===== src/rtl/servo_pwm_scheduler.sv =====
// Multi-channel servo PWM scheduler with a shared tick/frame timebase and double-buffered widths.
// Optional feature: define SERVO_SLEW_EN to rate-limit active width changes per frame.
module servo_pwm_scheduler #(
    parameter int unsigned NCH       = 4,
    parameter int unsigned TICK_DIV  = 100,
    parameter int unsigned PERIOD_US = 20000,
    parameter int unsigned MIN_US    = 1000,
    parameter int unsigned MAX_US    = 2000,
    parameter int unsigned CENTER_US = 1500,
    parameter int unsigned SLEW_STEP = 10
) (
    input  logic           clk,
    input  logic           rst,
    input  logic           cmd_valid,
    output logic           cmd_ready,
    input  logic [2:0]     cmd_ch,
    input  logic [14:0]    cmd_width,
    output logic [NCH-1:0] pwm,
    output logic           frame_start,
    output logic           cmd_err
);

    localparam int unsigned WW = 15;
    localparam int unsigned PW = (TICK_DIV > 1) ? $clog2(TICK_DIV) : 1;

    if (NCH == 0 || NCH > 8 || TICK_DIV == 0 || PERIOD_US > 32768 || MIN_US > MAX_US ||
        MAX_US >= PERIOD_US || CENTER_US > MAX_US || SLEW_STEP == 0) begin : g_bad_cfg
        $error("servo_pwm_scheduler: unsupported parameter set");
    end

    logic [PW-1:0] pre;
    logic [WW-1:0] cnt;
    logic [WW-1:0] shadow [NCH];
    logic [WW-1:0] active [NCH];
    logic          rst_q;
    logic          tick;
    logic          fb;
    logic          accept;
    logic          ch_ok;
    logic [WW-1:0] width_c;

    function automatic logic [WW-1:0] clamp_width(input logic [WW-1:0] w);
        logic [WW-1:0] r;
        r = w;
        if (w == '0)
            r = '0;
        else if (w < WW'(MIN_US))
            r = WW'(MIN_US);
        else if (w > WW'(MAX_US))
            r = WW'(MAX_US);
        return r;
    endfunction

`ifdef SERVO_SLEW_EN
    // Enable/disable transitions bypass the rate limit.
    function automatic logic [WW-1:0] next_width(input logic [WW-1:0] cur, input logic [WW-1:0] tgt);
        logic [WW-1:0] r;
        r = tgt;
        if (cur != '0 && tgt != '0) begin
            if (tgt > cur && (tgt - cur) > WW'(SLEW_STEP))
                r = cur + WW'(SLEW_STEP);
            else if (cur > tgt && (cur - tgt) > WW'(SLEW_STEP))
                r = cur - WW'(SLEW_STEP);
        end
        return r;
    endfunction
`else
    function automatic logic [WW-1:0] next_width(input logic [WW-1:0] cur, input logic [WW-1:0] tgt);
        logic [WW-1:0] unused_cur;
        unused_cur = cur;
        return tgt;
    endfunction
`endif

    // rst_q marks the first cycle out of reset: timebase holds at zero and the frame is announced.
    assign tick      = !rst && !rst_q && (pre == PW'(TICK_DIV - 1));
    assign fb        = tick && (cnt == WW'(PERIOD_US - 1));
    assign cmd_ready = !rst && !fb;
    assign accept    = cmd_valid && cmd_ready;
    assign ch_ok     = {1'b0, cmd_ch} < 4'(NCH);
    assign width_c   = clamp_width(cmd_width);

    always_ff @(posedge clk) begin
        if (rst) begin
            pre         <= '0;
            cnt         <= '0;
            rst_q       <= 1'b1;
            frame_start <= 1'b0;
            cmd_err     <= 1'b0;
            pwm         <= '0;
            for (int i = 0; i < NCH; i++) begin
                shadow[i] <= WW'(CENTER_US);
                active[i] <= WW'(CENTER_US);
            end
        end else begin
            rst_q       <= 1'b0;
            frame_start <= rst_q || fb;
            cmd_err     <= accept && !ch_ok;
            if (!rst_q)
                pre <= tick ? '0 : pre + 1'b1;
            if (tick)
                cnt <= fb ? '0 : cnt + 1'b1;
            for (int i = 0; i < NCH; i++) begin
                if (accept && ch_ok && cmd_ch == 3'(i))
                    shadow[i] <= width_c;
                if (fb)
                    active[i] <= next_width(active[i], shadow[i]);
                pwm[i] <= !rst_q && (active[i] != '0) && (cnt < active[i]);
            end
        end
    end

endmodule


===== config.mk =====
export PLATFORM = sky130hd
export DESIGN_NAME = servo_pwm_scheduler
export DESIGN_NICKNAME = d
export VERILOG_FILES = /design/src/rtl/servo_pwm_scheduler.sv
export SDC_FILE = /design/constraint.sdc
export NUM_CORES = 1
export LEC_CHECK = 0
export BUFFER_PORTS_ARGS = -buffer_cell sky130_fd_sc_hd__buf_2
export CAP_MARGIN = 5
export CORE_MARGIN = 5
export CORE_UTILIZATION = 40
export CTS_CLUSTER_DIAMETER = 100
export CTS_CLUSTER_SIZE = 25
export DETAILED_ROUTE_END_ITERATION = 8
export GPL_ROUTABILITY_DRIVEN = 0
export GPL_TIMING_DRIVEN = 0
export SKIP_CTS_REPAIR_TIMING = 1
export SLEW_MARGIN = 20
export SYNTH_ARGS = -nofsm -noshare
export SYNTH_HDL_FRONTEND = slang
export SYNTH_SLANG_ARGS = --single-unit

===== constraint.sdc =====
create_clock -name clk -period 2.7 [get_ports clk]
set_clock_uncertainty 0.1 [all_clocks]
set_input_delay 0.135 -clock clk [delete_from_list [all_inputs] [get_ports clk]]
set_output_delay 0.135 -clock clk [all_outputs]
set_load 0.02 [all_outputs]

==> metrics.md, run 1 <==
| Metric | Value |
|---|---|
| Die height | `144.9 um` |
| FFs w/ async S/R, synth | `0%` |
| VDD IR max | `0.0004374 V` |
| Final Critical Period | `2.501 ns` |
| Core area | `17,960 sq um` |
| Syn. warnings | `0` |
| Routed vias | `4,958` |
| N_diodes | `0` |
| Worst EP arrival | `2.44 ns` |
| GR Layer Usage met3 | `2.990%` |
| Final nets | `789` |
| CTS clk-pin slew, worst paths | `0.06 ns` |
| DRC violations left | `0` |
| R2R depth | `5` |
| WL/cell | `17.40 um` |
| Tot Pwr | `5.264 mW` |
| Io pins | `28` |
| Drt first pass iters | `5` |
| M2 GR Usage | `27.69%` |
| Die Footprint | `20,990 sq um` |
| Grt ovf | `0` |
| Hold_sp | `cmd_width[2]` |
| ANT nets after route | `0` |
| Seq/Total Area, Yosys | `57.51%` |
| Routed WL | `16,570 um` |
| Slew Viols, Final | `0` |
| Grt peak-use layer | `met2` |
| Vias in the first global route | `4,972` |
| Post-synth EDFFs | `120` |
| Chip width | `144.9 um` |
| Vias per cell | `5.208` |
| Proportion of layout cells with a drive suffix above 1 | `12.31%` |
| Site Rows | `49` |
| Initial DRC Count | `461` |
| Slew headroom | `41.85%` |
| Cells after Synth | `644` |
| Hold_ws | `0.08095 ns` |
| Synth top cells by count | `120 x edfxtp_1, 60 x inv_1, 58 x ha_1, 49 x nor2_1, 45 x nand2_1` |
| Critical path required time | `2.64 ns` |
| Pin count of the biggest net entering global routing | `70` |
| Status | `completed` |
| Initial Util | `40.50%` |
| Switching power | `1.130 mW` |
| Worst Setup End Kind | `flop` |
| First-pass GRT wire length | `26,150 um` |
| Comb pwr share | `4.3%` |
| Synth Area per Inst | `11.30 sq um` |
| Leak | `3.367 nW` |
| Kind of critical path | `flop to flop` |
| PortBufs | `27` |
| Sink Count | `149` |
| Post-synth top area cell | `edfxtp_1` |
| Post-synth top flop | `edfxtp_1` |
| Cts bufs inserted | `17` |
| Clock root cell | `clkbuf_16` |
| Clk buf depth | `2` |
| Reg2reg start | `cnt[12]` |
| Maxcap violations | `0` |
| Overall routing resource usage | `16.64%` |
| Hpwl dp | `12,100 um` |
| Htree depth | `4` |
| Share of Yosys cell area claimed by the top area cell type | `49.53%` |
| Met1 GRT Util | `21.64%` |
| Seq pwr share | `50.2%` |
| Worst Hold Path Cells | `3` |
| Top-count cell post-synth | `edfxtp_1` |
| Fmax | `399.8 MHz` |
| Fin util | `47.09%` |
| Yosys reg bits | `149` |
| Slew @ Worst Pin | `0.8716 ns` |
| Fin crit share | `92.65%` |
| CP Launch Type | `flop` |
| Final Hold Viols | `0` |
| Initial antenna violation count | `0` |
| Sw frac | `21.47%` |
| Area contributors post-synth | `edfxtp_1 50%, ha_1 10%, dfxtp_1 8.0%` |
| Clock tree from TritonCTS | `built` |
| RSZ-0062 raised after global routing | `no` |
| Post-synth cell types | `48` |
| Clk pwr share | `45.5%` |
| CP Launch Point | `cnt[12]` |
| Hold Crit Class | `input port to flop` |
| Power per standard cell area | `622.2 nW/um^2` |
| Internal | `4.134 mW` |
| P&R area growth vs syn | `16.27%` |
| Cell area after synthesis | `7276 sq um` |
| Clock latency on the worst-skew pair | `0.41 ns` |
| Crit path max fanout | `15` |
| # setup viols final | `0` |
final cells by class:
cell class              instances  area [sq um]
repair buffers                 32         183.9
well taps                     229         286.5
multi-input cells             430          2853
clock inverters                15         180.2
fillers                      1614          9504
flip-flops and latches        149          4192
inverters                      61         229.0
plain buffers                  19         110.1
clock buffers                  17         425.4
state kept, by name (all words and copies together), names as in the netlist:
name and cells:
active 60, cmd_err 1, cnt 15, frame_start 1, pre 7, pwm 4, rst_q 1, shadow 60
worst paths after layout:
path | to | slack [ns]
worst min-delay path | shadow[1][2] | 0.08
worst min register to register | active[2][3] | 0.40
worst max register to register | shadow[3][4] | 0.20
worst max-delay path | shadow[3][4] | 0.20
worst max-delay path, stage by stage (launching register included):
cell and delay (ns):
dfxtp_1 0.67, nor4b_2 0.12, nand3_2 0.22, nor2_4 0.10
buf_4 0.20, o21bai_2 0.71
layout by cell type (no fill, tap or decap), types with 6 or more instances in the layout:
cell	count
a21oi_1	31
and2_1	33
and3_1	7
buf_2	31
clkbuf_1	10
clkbuf_16	17
conb_1	16
dfxtp_1	23
dfxtp_2	6
edfxtp_1	120
ha_1	58
inv_1	60
nand2_1	45
nand2b_1	7
nand3_1	9
nand4_1	17
nor2_1	49
nor2b_1	9
nor3_1	25
nor4_1	16
o21ai_0	19
or3_1	29
xnor2_1	8
xor2_1	11
per-stage QoR:
step           setup slack [ns]  cells  TNS [ns]  area (sq um)
2_1_floorplan            0.3081    659         0          7332
3_3_place_gp            -0.5811    915    -44.78          7754
3_5_place_dp            -0.3061    916    -30.29          7780
4_1_cts                 -0.2506    948    -15.99          8386
5_1_grt                 0.06964    952         0          8459
6_report                 0.1986    952         0          8459
power by group through the flow:
stage / Clock [mW] / Sequential (mW) / Combinational (mW)
after global placement: 0 / 2.69 / 0.202
after floorplan: 0 / 2.68 / 0.133
after detailed placement: 0 / 2.69 / 0.217
after CTS: 2.42 / 2.64 / 0.218
final: 2.40 / 2.64 / 0.225
after global routing: 2.53 / 2.65 / 0.254
logic make-up (layout without fill, tap and decap cells):
logic type / Yosys count / count (layout) / synth area share [%]
simple gates: 265 / 265 / 19.97
other cells: 1 / 16 / 0.05154
buf+inv: 80 / 144 / 4.419
compound gates: 72 / 72 / 5.795
xor+xnor: 19 / 19 / 2.287
fa+ha+maj: 58 / 58 / 9.974
flops: 149 / 149 / 57.51
routing by layer:
metal	vias to the layer above	wire, um
met4	0	317
met5	-	0
li1	2428	-
met2	127	8218
met3	26	676
met1	2377	7355
Note: power is estimated with default switching activity, not from simulation.
==> run 2: changes to the inputs <==
- RECOVER_POWER: unset -> 50
==> metrics.md, run 2 (same netlist as run 1, synthesis figures left out) <==
| Metric | Value |
|---|---|
| Status | `completed` |
| Fin crit share | `92.94% (+0.30 points)` |
| Drt first pass iters | `5 (unchanged)` |
| # setup viols final | `0 (unchanged)` |
| Clk buf depth | `2 (unchanged)` |
| PortBufs | `27 (unchanged)` |
| Proportion of layout cells with a drive suffix above 1 | `10.79% (-1.5 points)` |
| Vias in the first global route | `4,972 (unchanged)` |
| Clk pwr share | `45.5% (about the same)` |
| Final Critical Period | `2.509 ns (+0.008061 ns)` |
| ANT nets after route | `0 (unchanged)` |
| Initial Util | `40.50% (unchanged)` |
| Reg2reg start | `cnt[12]` |
| Htree depth | `4 (unchanged)` |
| Core area | `17,960 sq um (unchanged)` |
| Crit-path leading delay family | `compound AO/OA/AOI/OAI gates` |
| Critical path cell sequence | `nor4b_2 -> nand3_2 -> nor2_4 -> buf_4 -> o21bai_2` |
| Clock latency on the worst-skew pair | `0.41 ns (about the same)` |
| Grt ovf | `0 (unchanged)` |
| Initial DRC Count | `445 (-3.5%)` |
| N_diodes | `0 (unchanged)` |
| CTS clk-pin slew, worst paths | `0.06 ns (about the same)` |
| First-pass GRT wire length | `26,150 um (unchanged)` |
| Sw frac | `21.40% (-0.061 points)` |
| Slew Viols, Final | `0 (unchanged)` |
| RSZ-0062 raised after global routing | `no` |
| Slew @ Worst Pin | `0.8800 ns (+0.008409 ns)` |
| Chip width | `144.9 um (unchanged)` |
| Biggest regs | `active: 60 flops, shadow: 60 flops, cnt: 15 flops` |
| Slew headroom | `41.29% (-0.56 points)` |
| Initial antenna violation count | `0 (unchanged)` |
| Routed WL | `16,550 um (-0.13%)` |
| Final setup TNS | `0 ns (unchanged)` |
| CP Launch Type | `flop` |
| Die Footprint | `20,990 sq um (unchanged)` |
| Fillers | `1,615 (+0.062%)` |
| Worst EP arrival | `2.45 ns (about the same)` |
| Io pins | `28 (unchanged)` |
| Fmax | `398.5 MHz (-0.32%)` |
| Maxcap violations | `0 (unchanged)` |
| Seq pwr share | `50.3% (about the same)` |
| CP Launch Point | `cnt[12]` |
| Comb pwr share | `4.2% (about the same)` |
| Die height | `144.9 um (unchanged)` |
| DRC violations left | `0 (unchanged)` |
| P&R area growth vs syn | `16.08%` |
| Final Hold Viols | `0 (unchanged)` |
| Worst Setup End Kind | `flop` |
| Critical path required time | `2.64 ns (about the same)` |
| Final nets | `789 (unchanged)` |
| Hpwl dp | `12,100 um (unchanged)` |
| Crit path buffers/inverters | `1 (unchanged)` |
| Sink Count | `149 (unchanged)` |
| Switching power | `1.125 mW (-0.41%)` |
| Non-Filler Instances | `952 (unchanged)` |
| Kind of critical path | `flop to flop` |
| Power per standard cell area | `622.5 nW/um^2 (about the same)` |
| Clock root cell | `clkbuf_16` |
| Cts bufs inserted | `17 (unchanged)` |
| Hold Crit Class | `input port to flop` |
| Internal | `4.132 mW (about the same)` |
| Site Rows | `49 (unchanged)` |
| Crit path max fanout | `15 (unchanged)` |
| Dpl cells | `916 (unchanged)` |
| Worst flop-to-flop path endpoint | `shadow[3][13]` |
| CP Depth | `5 (unchanged)` |
| Clock tree from TritonCTS | `built` |
| Commonest non-fill, non-tap cell in the layout | `edfxtp_1` |
| WL/cell | `17.38 um (-0.13%)` |
| Pin count of the biggest net entering global routing | `70 (unchanged)` |
| R2R depth | `5 (unchanged)` |
| Hold_sp | `cmd_width[2]` |
| Commonest cells after routing, fill and taps aside | `120 x edfxtp_1, 60 x inv_1, 58 x ha_1` |
| CP endpoint | `shadow[3][13]` |
| Routed vias | `4,922 (-0.73%)` |
| Overall routing resource usage | `16.64% (unchanged)` |
| Slowest cell delay on critical path | `0.72 ns (about the same)` |
| Worst R2R Setup Slack | `0.19 ns (about the same)` |
| Vias per cell | `5.170 (-0.73%)` |
| Worst path slowest cell | `o21bai_2` |
| Leak | `3.325 nW (-1.2%)` |
| VDD IR max | `0.0004359 V (-0.35%)` |
-- run 2: worst min path at each step --
stage / to / slack, ns / cells after the start
final: shadow[3][2] / 0.09 / 3
after floorplan: rst_q / 0.06 / 0
after detailed placement: rst_q / 0.26 / 1
after global routing: shadow[2][2] / 0.08 / 3
after CTS: rst_q / -0.18 / 1
after global placement: rst_q / 0.26 / 1
-- run 2: final cells by class --
| class | count | area (sq um) | area share [%] |
|---|---|---|---|
| Clock inverter | 15 | 180.2 | 2.133 |
| Timing Repair Buffer | 32 | 173.9 | 2.059 |
| Buffer | 19 | 108.9 | 1.289 |
| Multi-Input combinational cell | 430 | 2850 | 33.75 |
| Clock buffer | 17 | 425.4 | 5.037 |
| Tap cell | 229 | 286.5 | 3.393 |
| Inverter | 61 | 229.0 | 2.711 |
| Sequential cell | 149 | 4192 | 49.63 |
-- run 2: worst reg2reg max path: stages (launching register included) --
cell and delay (ns):
dfxtp_1 0.67, nor4b_2 0.12, nand3_2 0.22, nor2_4 0.10, buf_4 0.20, o21bai_2 0.72
-- run 2: per-layer routing --
| layer | routed length, um | share of wire, % | global-route usage [%] | up-vias |
|---|---|---|---|---|
| met5 | 0 | 0 | 0 | - |
| met3 | 606 | 3.7 | 2.990 | 23 |
| li1 | - | - | - | 2427 |
| met4 | 329 | 2.0 | 6.480 | 0 |
| met1 | 7452 | 45 | 21.64 | 2356 |
| met2 | 8159 | 49 | 27.69 | 116 |
-- run 2: power by group through the flow --
stage               Clock (mW)  Combinational [mW]  Sequential, mW
CTS                       2.42               0.218            2.64
detailed placement           0               0.217            2.69
global placement             0               0.202            2.69
floorplan                    0               0.133            2.68
global route              2.53               0.252            2.65
finish                    2.39               0.222            2.64
-- run 2: per-stage QoR --
step                setup WS [ns]  util [%]  hold slack, ns  power [mW]  area [sq um]
floorplan                  0.3081         -         0.06272       2.813          7332
detailed placement        -0.3061     43.31          0.2621       2.909          7780
finish                     0.1905     47.02         0.08589       5.257          8446
global route              0.02082     47.02         0.08240       5.435          8446
global placement          -0.5811     43.16          0.2563       2.893          7754
CTS                       -0.2506     46.68         -0.1760       5.286          8386
==> run 3: changes to the inputs <==
- BUFFER_PORTS_ARGS: -buffer_cell sky130_fd_sc_hd__buf_2 -> unset
- DONT_BUFFER_PORTS: unset -> 1
==> metrics.md, run 3 (same netlist as run 1, synthesis figures left out) <==
| Metric | Value |
|---|---|
| Status | `completed` |
| Non-Filler Instances | `927 (-2.6%)` |
| Hold Crit Class | `input port to flop` |
| Overall routing resource usage | `16.72% (+0.078 points)` |
| Commonest cells after routing, fill and taps aside | `120 x edfxtp_1, 60 x inv_1, 57 x ha_1` |
| Grt ovf | `0 (unchanged)` |
| Critical path cell sequence | `nor4b_2 -> nand3_2 -> nor2_4 -> nor2_2 -> inv_2 -> buf_16` |
| Final nets | `764 (-3.2%)` |
| Clock latency on the worst-skew pair | `0.42 ns (about the same)` |
| Worst path slowest cell | `dfxtp_1` |
| Final Hold Viols | `0 (unchanged)` |
| Final Critical Period | `2.593 ns (+0.08315 ns)` |
| Site Rows | `49 (unchanged)` |
| Tot Pwr | `5.010 mW (-4.7%)` |
| Die Footprint | `20,990 sq um (unchanged)` |
| Pin count of the biggest net entering global routing | `70 (unchanged)` |
| Clk pwr share | `43.3% (-2.2 points)` |
| Clock root cell | `clkbuf_16` |
| Critical path required time | `2.68 ns (+0.04 ns)` |
| Io pins | `28 (unchanged)` |
| Switching power | `1.154 mW (+2.6%)` |
| PortBufs | `0 (-100%)` |
| First-pass GRT wire length | `26,030 um (-0.45%)` |
| WL/cell | `17.91 um (+3.0%)` |
| Initial Util | `40.50% (unchanged)` |
| Crit path max fanout | `69 (+54)` |
| Htree depth | `4 (unchanged)` |
| Chip width | `144.9 um (unchanged)` |
| Worst R2R Setup Slack | `0.11 ns (-0.08 ns)` |
| Proportion of layout cells with a drive suffix above 1 | `8.453% (-2.3 points)` |
| Hold_ws | `0.03248 ns (-0.05341 ns)` |
| Die height | `144.9 um (unchanged)` |
| Biggest regs | `active: 60 flops, shadow: 60 flops, cnt: 15 flops` |
| Hpwl dp | `12,140 um (+0.33%)` |
| Slew Viols, Final | `0 (unchanged)` |
| Clock tree from TritonCTS | `built` |
| Initial antenna violation count | `0 (unchanged)` |
| Comb pwr share | `3.8% (-0.4 points)` |
| Commonest non-fill, non-tap cell in the layout | `edfxtp_1` |
| Vias per cell | `5.268 (+1.9%)` |
| CP Launch Type | `flop` |
| Fin crit share | `96.02% (+3.1 points)` |
| Kind of critical path | `flop to flop` |
| Seq pwr share | `52.9% (+2.6 points)` |
| P&R area growth vs syn | `13.77%` |
| N_diodes | `0 (unchanged)` |
| Drt first pass iters | `7 (+2)` |
| # setup viols final | `0 (unchanged)` |
| Dpl cells | `889 (-2.9%)` |
| Setup WS pre-CTS | `-0.3007 ns (+0.005393 ns)` |
| Slowest cell delay on critical path | `0.57 ns (-0.15 ns)` |
| Area of placed instances | `7645 sq um (-1.7%)` |
| Initial DRC Count | `450 (+1.1%)` |
| Power per standard cell area | `605.3 nW/um^2 (-2.8%)` |
| Vias in the first global route | `4,851 (-2.4%)` |
| Core area | `17,960 sq um (unchanged)` |
| Internal | `3.856 mW (-6.7%)` |
| DRC violations left | `0 (unchanged)` |
| Crit-path leading delay family | `simple AND/OR/NAND/NOR gates` |
| Sink Count | `149 (unchanged)` |
| ANT nets after route | `0 (unchanged)` |
| Crit path buffers/inverters | `2 (+1)` |
| Maxcap violations | `0 (unchanged)` |
| Final setup TNS | `0 ns (unchanged)` |
| Fmax | `385.7 MHz (-3.2%)` |
| CTS clk-pin slew, worst paths | `0.07 ns (about the same)` |
| Sw frac | `23.04% (+1.6 points)` |
| Worst Setup End Kind | `flop` |
| VDD IR max | `0.0004002 V (-8.2%)` |
| Slew headroom | `45.62% (+4.3 points)` |
| Clk buf depth | `2 (unchanged)` |
| Routed WL | `16,600 um (+0.31%)` |
| Slew @ Worst Pin | `0.8152 ns (-0.06479 ns)` |
| Routed vias | `4,883 (-0.79%)` |
| Fin util | `46.08% (-0.93 points)` |
| Cts bufs inserted | `17 (unchanged)` |
| Leak | `3.215 nW (-3.3%)` |
| Final setup margin | `0.1074 ns (-0.08315 ns)` |
| Worst EP arrival | `2.57 ns (+0.12 ns)` |
| Post-Layout Inst Area | `8278 sq um (-2.0%)` |
==> run 3: cell type report <==
| type | count | area [sq um] |
|---|---|---|
| clock inverter | 15 | 120.1 |
| sequential | 149 | 4190 |
| multi-input combinational | 430 | 2855 |
| tap | 229 | 286.5 |
| fill | 1641 | 9686 |
| timing repair buffer | 7 | 65.06 |
| inverter | 61 | 229.0 |
| clock buffer | 17 | 425.4 |
| buffer | 19 | 106.4 |
==> run 3: final timing paths <==
path                start       endpoint  cells past startpoint
min          cmd_width[0]   shadow[2][0]                      2
max reg2reg       cnt[14]  active[0][10]                      6
min reg2reg  shadow[2][7]   active[2][7]                      1
max               cnt[14]  active[0][10]                      6
==> run 3: power by group through the flow <==
stage               Clock (mW)  Sequential [mW]  Combinational, mW
floorplan                    0             2.68              0.133
global placement             0             2.70              0.171
CTS                       2.19             2.65              0.185
global route              2.30             2.66              0.219
finish                    2.17             2.65              0.192
detailed placement           0             2.70              0.185
==> run 3: routing by layer <==
metal | share of wire [%] | up-vias | wire length [um] | track usage (%)
met4 | 3.0 | 0 | 496 | 6.726
met3 | 6.5 | 29 | 1083 | 3.516
met1 | 43 | 2326 | 7094 | 21.94
li1 | - | 2379 | - | -
met2 | 48 | 149 | 7923 | 27.11
met5 | 0 | - | 0 | 0
